### src/rtl/rv_instr_encoder.sv
// Streaming RV32I encoder / program loader: packs instruction fields into 32-bit words
// and writes them to consecutive IMEM addresses, dropping and counting illegal beats.
module rv_instr_encoder #(
    parameter int ADDR_W   = 32,
    parameter int ERRCNT_W = 8
) (
    input  logic                i_clk,
    input  logic                i_rst,
    input  logic                i_start,
    input  logic [ADDR_W-1:0]   i_base_addr,
    input  logic                i_valid,
    output logic                o_ready,
    input  logic [3:0]          i_kind,
    input  logic [2:0]          i_funct3,
    input  logic                i_alt,
    input  logic [4:0]          i_rd,
    input  logic [4:0]          i_rs1,
    input  logic [4:0]          i_rs2,
    input  logic [31:0]         i_imm,
    input  logic                i_last,
    output logic                o_mem_valid,
    input  logic                i_mem_ready,
    output logic [ADDR_W-1:0]   o_mem_addr,
    output logic [31:0]         o_mem_data,
    output logic                o_done,
    output logic                o_err,
    output logic [ERRCNT_W-1:0] o_err_cnt,
    output logic [1:0]          o_dbg_state
);

    typedef enum logic [1:0] {
        S_IDLE  = 2'd0,
        S_RUN   = 2'd1,
        S_DRAIN = 2'd2,
        S_DONE  = 2'd3
    } state_t;

    state_t              state, state_nxt;
    logic [ADDR_W-1:0]   addr;
    logic                out_valid;
    logic [31:0]         out_data;
    logic                err;
    logic [ERRCNT_W-1:0] err_cnt;

    // Handshakes: a transfer happens on the rising edge where valid && ready are both high;
    // the sender holds its payload stable until that edge and ready never depends on valid.
    logic accept, mem_fire, start_ok;
    assign accept   = i_valid && o_ready;
    assign mem_fire = out_valid && i_mem_ready;
    assign start_ok = (state == S_IDLE) && i_start;

    // Field encoding and legality checks
    logic signed [31:0] imm_s;
    logic [6:0]         f7;
    logic               in_i12, in_b13, in_j21, shamt_ok;
    logic [31:0]        enc_word;
    logic               enc_bad;

    assign imm_s    = i_imm;
    assign f7       = i_alt ? 7'b0100000 : 7'b0000000;
    assign in_i12   = (imm_s >= -32'sd2048) && (imm_s <= 32'sd2047);
    assign in_b13   = (imm_s >= -32'sd4096) && (imm_s <= 32'sd4094) && !i_imm[0];
    assign in_j21   = (imm_s >= -32'sd1048576) && (imm_s <= 32'sd1048574) && !i_imm[0];
    assign shamt_ok = (i_imm[31:5] == 27'd0);

    always_comb begin
        enc_bad  = 1'b0;
        enc_word = 32'd0;
        case (i_kind)
            4'd0: begin
                enc_bad  = i_alt && (i_funct3 != 3'd0) && (i_funct3 != 3'd5);
                enc_word = {f7, i_rs2, i_rs1, i_funct3, i_rd, 7'b0110011};
            end
            4'd1: begin
                if ((i_funct3 == 3'd1) || (i_funct3 == 3'd5)) begin
                    enc_bad  = (i_alt && (i_funct3 != 3'd5)) || !shamt_ok;
                    enc_word = {f7, i_imm[4:0], i_rs1, i_funct3, i_rd, 7'b0010011};
                end else begin
                    enc_bad  = i_alt || !in_i12;
                    enc_word = {i_imm[11:0], i_rs1, i_funct3, i_rd, 7'b0010011};
                end
            end
            4'd2: begin
                enc_bad  = (i_funct3 == 3'd3) || (i_funct3 >= 3'd6) || !in_i12;
                enc_word = {i_imm[11:0], i_rs1, i_funct3, i_rd, 7'b0000011};
            end
            4'd3: begin
                enc_bad  = (i_funct3 > 3'd2) || !in_i12;
                enc_word = {i_imm[11:5], i_rs2, i_rs1, i_funct3, i_imm[4:0], 7'b0100011};
            end
            4'd4: begin
                enc_bad  = (i_funct3 == 3'd2) || (i_funct3 == 3'd3) || !in_b13;
                enc_word = {i_imm[12], i_imm[10:5], i_rs2, i_rs1, i_funct3,
                            i_imm[4:1], i_imm[11], 7'b1100011};
            end
            4'd5: begin
                enc_bad  = !in_j21;
                enc_word = {i_imm[20], i_imm[10:1], i_imm[11], i_imm[19:12], i_rd, 7'b1101111};
            end
            4'd6: begin
                enc_bad  = (i_funct3 != 3'd0) || !in_i12;
                enc_word = {i_imm[11:0], i_rs1, i_funct3, i_rd, 7'b1100111};
            end
            4'd7: begin
                enc_bad  = (i_imm[11:0] != 12'd0);
                enc_word = {i_imm[31:12], i_rd, 7'b0110111};
            end
            4'd8: begin
                enc_bad  = (i_imm[11:0] != 12'd0);
                enc_word = {i_imm[31:12], i_rd, 7'b0010111};
            end
            default: enc_bad = 1'b1;
        endcase
    end

    // Session FSM
    always_comb begin
        state_nxt = state;
        o_ready   = 1'b0;
        o_done    = 1'b0;
        case (state)
            S_IDLE:  if (i_start) state_nxt = S_RUN;
            S_RUN: begin
                o_ready = !out_valid || i_mem_ready;
                if (i_valid && o_ready && i_last) state_nxt = S_DRAIN;
            end
            S_DRAIN: if (!out_valid) state_nxt = S_DONE;
            S_DONE: begin
                o_done    = 1'b1;
                state_nxt = S_IDLE;
            end
            default: state_nxt = S_IDLE;
        endcase
    end

    // The output register refills on the same edge it drains, giving one word per cycle.
    always_ff @(posedge i_clk) begin
        if (i_rst) begin
            state     <= S_IDLE;
            addr      <= '0;
            out_valid <= 1'b0;
            out_data  <= 32'd0;
            err       <= 1'b0;
            err_cnt   <= '0;
        end else begin
            state <= state_nxt;
            if (start_ok) begin
                addr    <= {i_base_addr[ADDR_W-1:2], 2'b00};
                err     <= 1'b0;
                err_cnt <= '0;
            end else if (mem_fire) begin
                addr <= addr + ADDR_W'(4);
            end
            if (accept && !enc_bad) begin
                out_valid <= 1'b1;
                out_data  <= enc_word;
            end else if (mem_fire) begin
                out_valid <= 1'b0;
            end
            if (accept && enc_bad) begin
                err <= 1'b1;
                if (err_cnt != '1) err_cnt <= err_cnt + 1'b1;
            end
        end
    end

    assign o_mem_valid = out_valid;
    assign o_mem_addr  = addr;
    assign o_mem_data  = out_data;
    assign o_err       = err;
    assign o_err_cnt   = err_cnt;
    assign o_dbg_state = state;

endmodule

### config.mk
export PLATFORM = sky130hd
export DESIGN_NAME = rv_instr_encoder
export DESIGN_NICKNAME = d
export VERILOG_FILES = /design/src/rtl/rv_instr_encoder.sv
export SDC_FILE = /design/constraint.sdc
export NUM_CORES = 1
export LEC_CHECK = 0
export ABC_AREA = 1
export CAP_MARGIN = 20
export CORE_ASPECT_RATIO = 0.7
export CORE_UTILIZATION = 30
export DETAILED_ROUTE_END_ITERATION = 12
export PLACE_DENSITY = 0.66
export SLEW_MARGIN = 25
export SYNTH_ARGS = -nofsm -noshare
export SYNTH_HDL_FRONTEND = slang
export SYNTH_SLANG_ARGS = --single-unit
### constraint.sdc
create_clock -name i_clk -period 2 [get_ports i_clk]
set_clock_uncertainty 0.2 [all_clocks]
set_input_delay 0.4 -clock i_clk [delete_from_list [all_inputs] [get_ports i_clk]]
set_output_delay 0.4 -clock i_clk [all_outputs]
set_load 0.02 [all_outputs]
==> results by group <==
Run status
  – Outcome: complete, but fails checks
  – Violated checks: negative setup slack

Cells and area
  – Finished Core Util: 57.38%
  – Synthesis-to-finish area growth: 84.28%
  – Share of layout cells above drive strength 1: 38.47%
  – Number of diodes: 0
  – Non-Filler Instances: 1,418
  – Commonest cells after routing, fill and taps aside: buf_4 (196), nand2_1 (144), clkdlybuf4s50_1 (82), a21oi_1 (64), inv_1 (62)
  – Most common cell after layout, fill and taps aside: buf_4
  – Nets@finish: between 1,000 and 1,500

Placed design
  – Place WS: -0.8375 ns
  – Placed insts: 1,352
  – HPWL after detailed placement: 16,850 µm
  – Number of port buffers: 166
  – RePlAce Congestion: approximately 1.0

Global routing
  – Largest net degree at the start of global routing: 61
  – GRT Resource Usage Total: about a quarter
  – Antenna violations before repair: 0
  – Vias in the first global route: 6,452
  – First-pass GRT wire length: 35,190 µm
  – Grt total ovfl: 0

Synth
  – Synthesized cell area: 5166 µm²
  – Gate Count Post-Synth: 838
  – Post-synth ARST share: 0%
  – Netlist cell types: 45
  – Yosys warnings: 0
  – Register area share after synthesis: 28.29%
  – Yosys reg bits: between 70 and 80
  – Post-synth EDFFs: 0
  – Cell accounting for the most synthesized area: dfxtp_1
  – Dominant synthesized flop cell: dfxtp_1
  – Area contributors post-synth: dfxtp_1 (28%), nand2_1 (14%), nor2_1 (7.8%)
  – Top cell type's share of synthesized area: between 20 and 30%
  – Mean post-synth cell area: 6.165 µm²

Drt
  – DRC violation count after routing: 0
  – Drt pass-1 iters: 5
  – Routed via count: ~7,200
  – DR WL/cell: 16.21 µm
  – Initial DRC Count: 670
  – Remaining antenna violation count: 0
  – Final wirelength: around 23,000 µm
  – Routed vias/inst: 5.063

Power and ir drop
  – P_leak: 4.188 nW
  – VDD IR max: roughly 0.42 mV
  – Power Density: 691.2 nW/µm²

Setup path
  – R2r endpoint: o_mem_addr[25]
  – CP arrival: 2.12 ns
  – Register-to-register setup slack: ~0.03 ns
  – Worst Reg-to-Reg Cells: 10
  – CP Class: primary input to flip-flop
  – Crit path largest cell delay: ~0.16 ns
  – Worst Setup End Kind: flip-flop
  – Slowest CP cell: buf_2
  – Worst flop-to-flop path startpoint: o_mem_addr[10]
  – Worst EP required: 2.06 ns
  – Critical Path Fanout Max: 8
  – Startpoint Class: primary input
  – Crit-path cells: buf_2 > nor2_4 > inv_1 > nor2_2 > nand3_2 > nand2_2 > nand2_1 > nand2_2 > nand3_2 > nor2_4 > buf_6 > buf_6 > buf_12 > nand4_1 > a21oi_1

Clock network
  – Root buf cell: clkbuf_16
  – Clock sink count: 73
  – CTS max path bufs: 2
  – CTS tree: yes
  – Clk Latency, worst-skew pair: 0.34 ns
  – Reg clk slew, reported paths: about 0.060 ns
  – Cts bufs inserted: 9
  – H-tree Lvls: 3
  – # hold bufs at CTS: 0

Worst hold path
  – Min-Delay Path Depth: 2
  – WHS Endpoint: o_mem_data[25]
  – Hold WC Path Type: flip-flop to flip-flop
  – Hold_sp: o_mem_data[25]

Timing
  – # setup viols final: 7
  – RSZ-0062 raised after global routing: yes
  – Final worst path period share: 102.7%
  – Pins Over Slew Limit: 0
  – WHS: 0.2629 ns
  – Final hold violation count: 0
  – Fmax achieved: 486.6 MHz
  – Final WS setup: -0.05495 ns
  – Period minus WS final: between 2 and 2.5 ns

Job
  – Max-Cap Viols: 0

Floorplan
  – Die ar.: 17,760 µm²
  – Core region area: 16,590 µm²
  – Top-Level Pins: 171
  – Initial Util: 31.14%
  – Site row count: 39
  – Die H: 111.8 µm
  – Die X: 158.8 µm
[synthesized netlist by cell type (all sizes together), types with 8 or more instances]
cell	n
a21oi	78
buf	15
clkbuf	23
dfxtp	73
inv	87
nand2	197
nand3	53
nand4	44
nor2	110
nor3	11
o211ai	11
o21ai	61
or2	8
xnor2	8
[registers in the layout, summed over array words and instances (netlist names)]
register,cells
o_mem_addr,30
o_dbg_state,2
o_err_cnt,8
o_mem_data,31
o_mem_valid,1
o_err,1
[how the worst max path moves through the flow]
stage               depth (start not counted)        endpoint     startpoint  slack (ns)
floorplan                                  10  o_mem_addr[30]  o_mem_addr[3]       0.001
global placement                           15    o_err_cnt[3]       i_imm[9]       -0.80
detailed placement                         15    o_err_cnt[5]       i_imm[9]       -0.84
CTS                                        17  o_mem_data[25]      i_imm[15]       -0.05
global route                               15  o_mem_data[23]      i_imm[11]       -0.16
finish                                     15  o_mem_data[23]      i_imm[11]       -0.05
[stage by stage]
stage | cell area [µm²] | power [mW] | TNS [ns]
after CTS | 9032 | 6.435 | -0.4128
final | 9520 | 6.581 | -0.1027
after global placement | 8200 | 4.845 | -31.94
after detailed placement | 8200 | 4.863 | -33.51
after floorplan | 5187 | 3.278 | 0
after global routing | 9520 | 6.954 | -2.550
[where the power goes]
| part | leakage, nW | switching (mW) | internal [mW] | total, mW |
|---|---|---|---|---|
| registers | 0.598 | 0.216 | 1.68 | 1.90 |
| clock network | 0.130 | 0.634 | 0.833 | 1.47 |
| logic | 3.46 | 1.72 | 1.49 | 3.21 |
| total | 4.19 | 2.57 | 4.01 | 6.58 |
[kinds of logic after synthesis]
group           synth area share, %
simple gates                  36.52
compound gates                20.76
buf+inv                       10.29
flops                         28.29
xor+xnor                      2.374
fa+ha+maj                     1.695
other cells                 0.07259
[layout make-up]
cell class                      count  area (µm²)
Fill cell                        1597        7071
Inverter                           87       334.1
Timing Repair Buffer              376        3348
Clock buffer                       12       236.5
Sequential cell                    73        1478
Multi-Input combinational cell    641        3822
Clock inverter                      4       20.02
Tap cell                          225       281.5
[worst max-delay path: cells and delay by family]
| family | cells | cell delay (ns) |
|---|---|---|
| AO/OA/AOI/OAI | 1 | 0.16 |
| buffers and inverters | 5 | 0.60 |
| AND/OR/NAND/NOR | 9 | 0.95 |
[routing by layer]
layer	wire length, µm	vias up	part of all wire [%]	global-route usage (%)
met5	0	-	0	0
met4	384	0	1.7	6.084
met3	2119	33	9.2	5.999
met2	8929	313	39	33.04
met1	11560	3307	50	39.67
li1	-	3527	-	-
[timing repair]
action                                  4_1_cts  5_1_grt
endpoints found under the setup margin       90       74
gates cloned                                  6        0
gates resized for setup                     302      165
pin swaps                                    56       75
setup buffers                                29       18
Note: power is estimated with default switching activity, not from simulation.
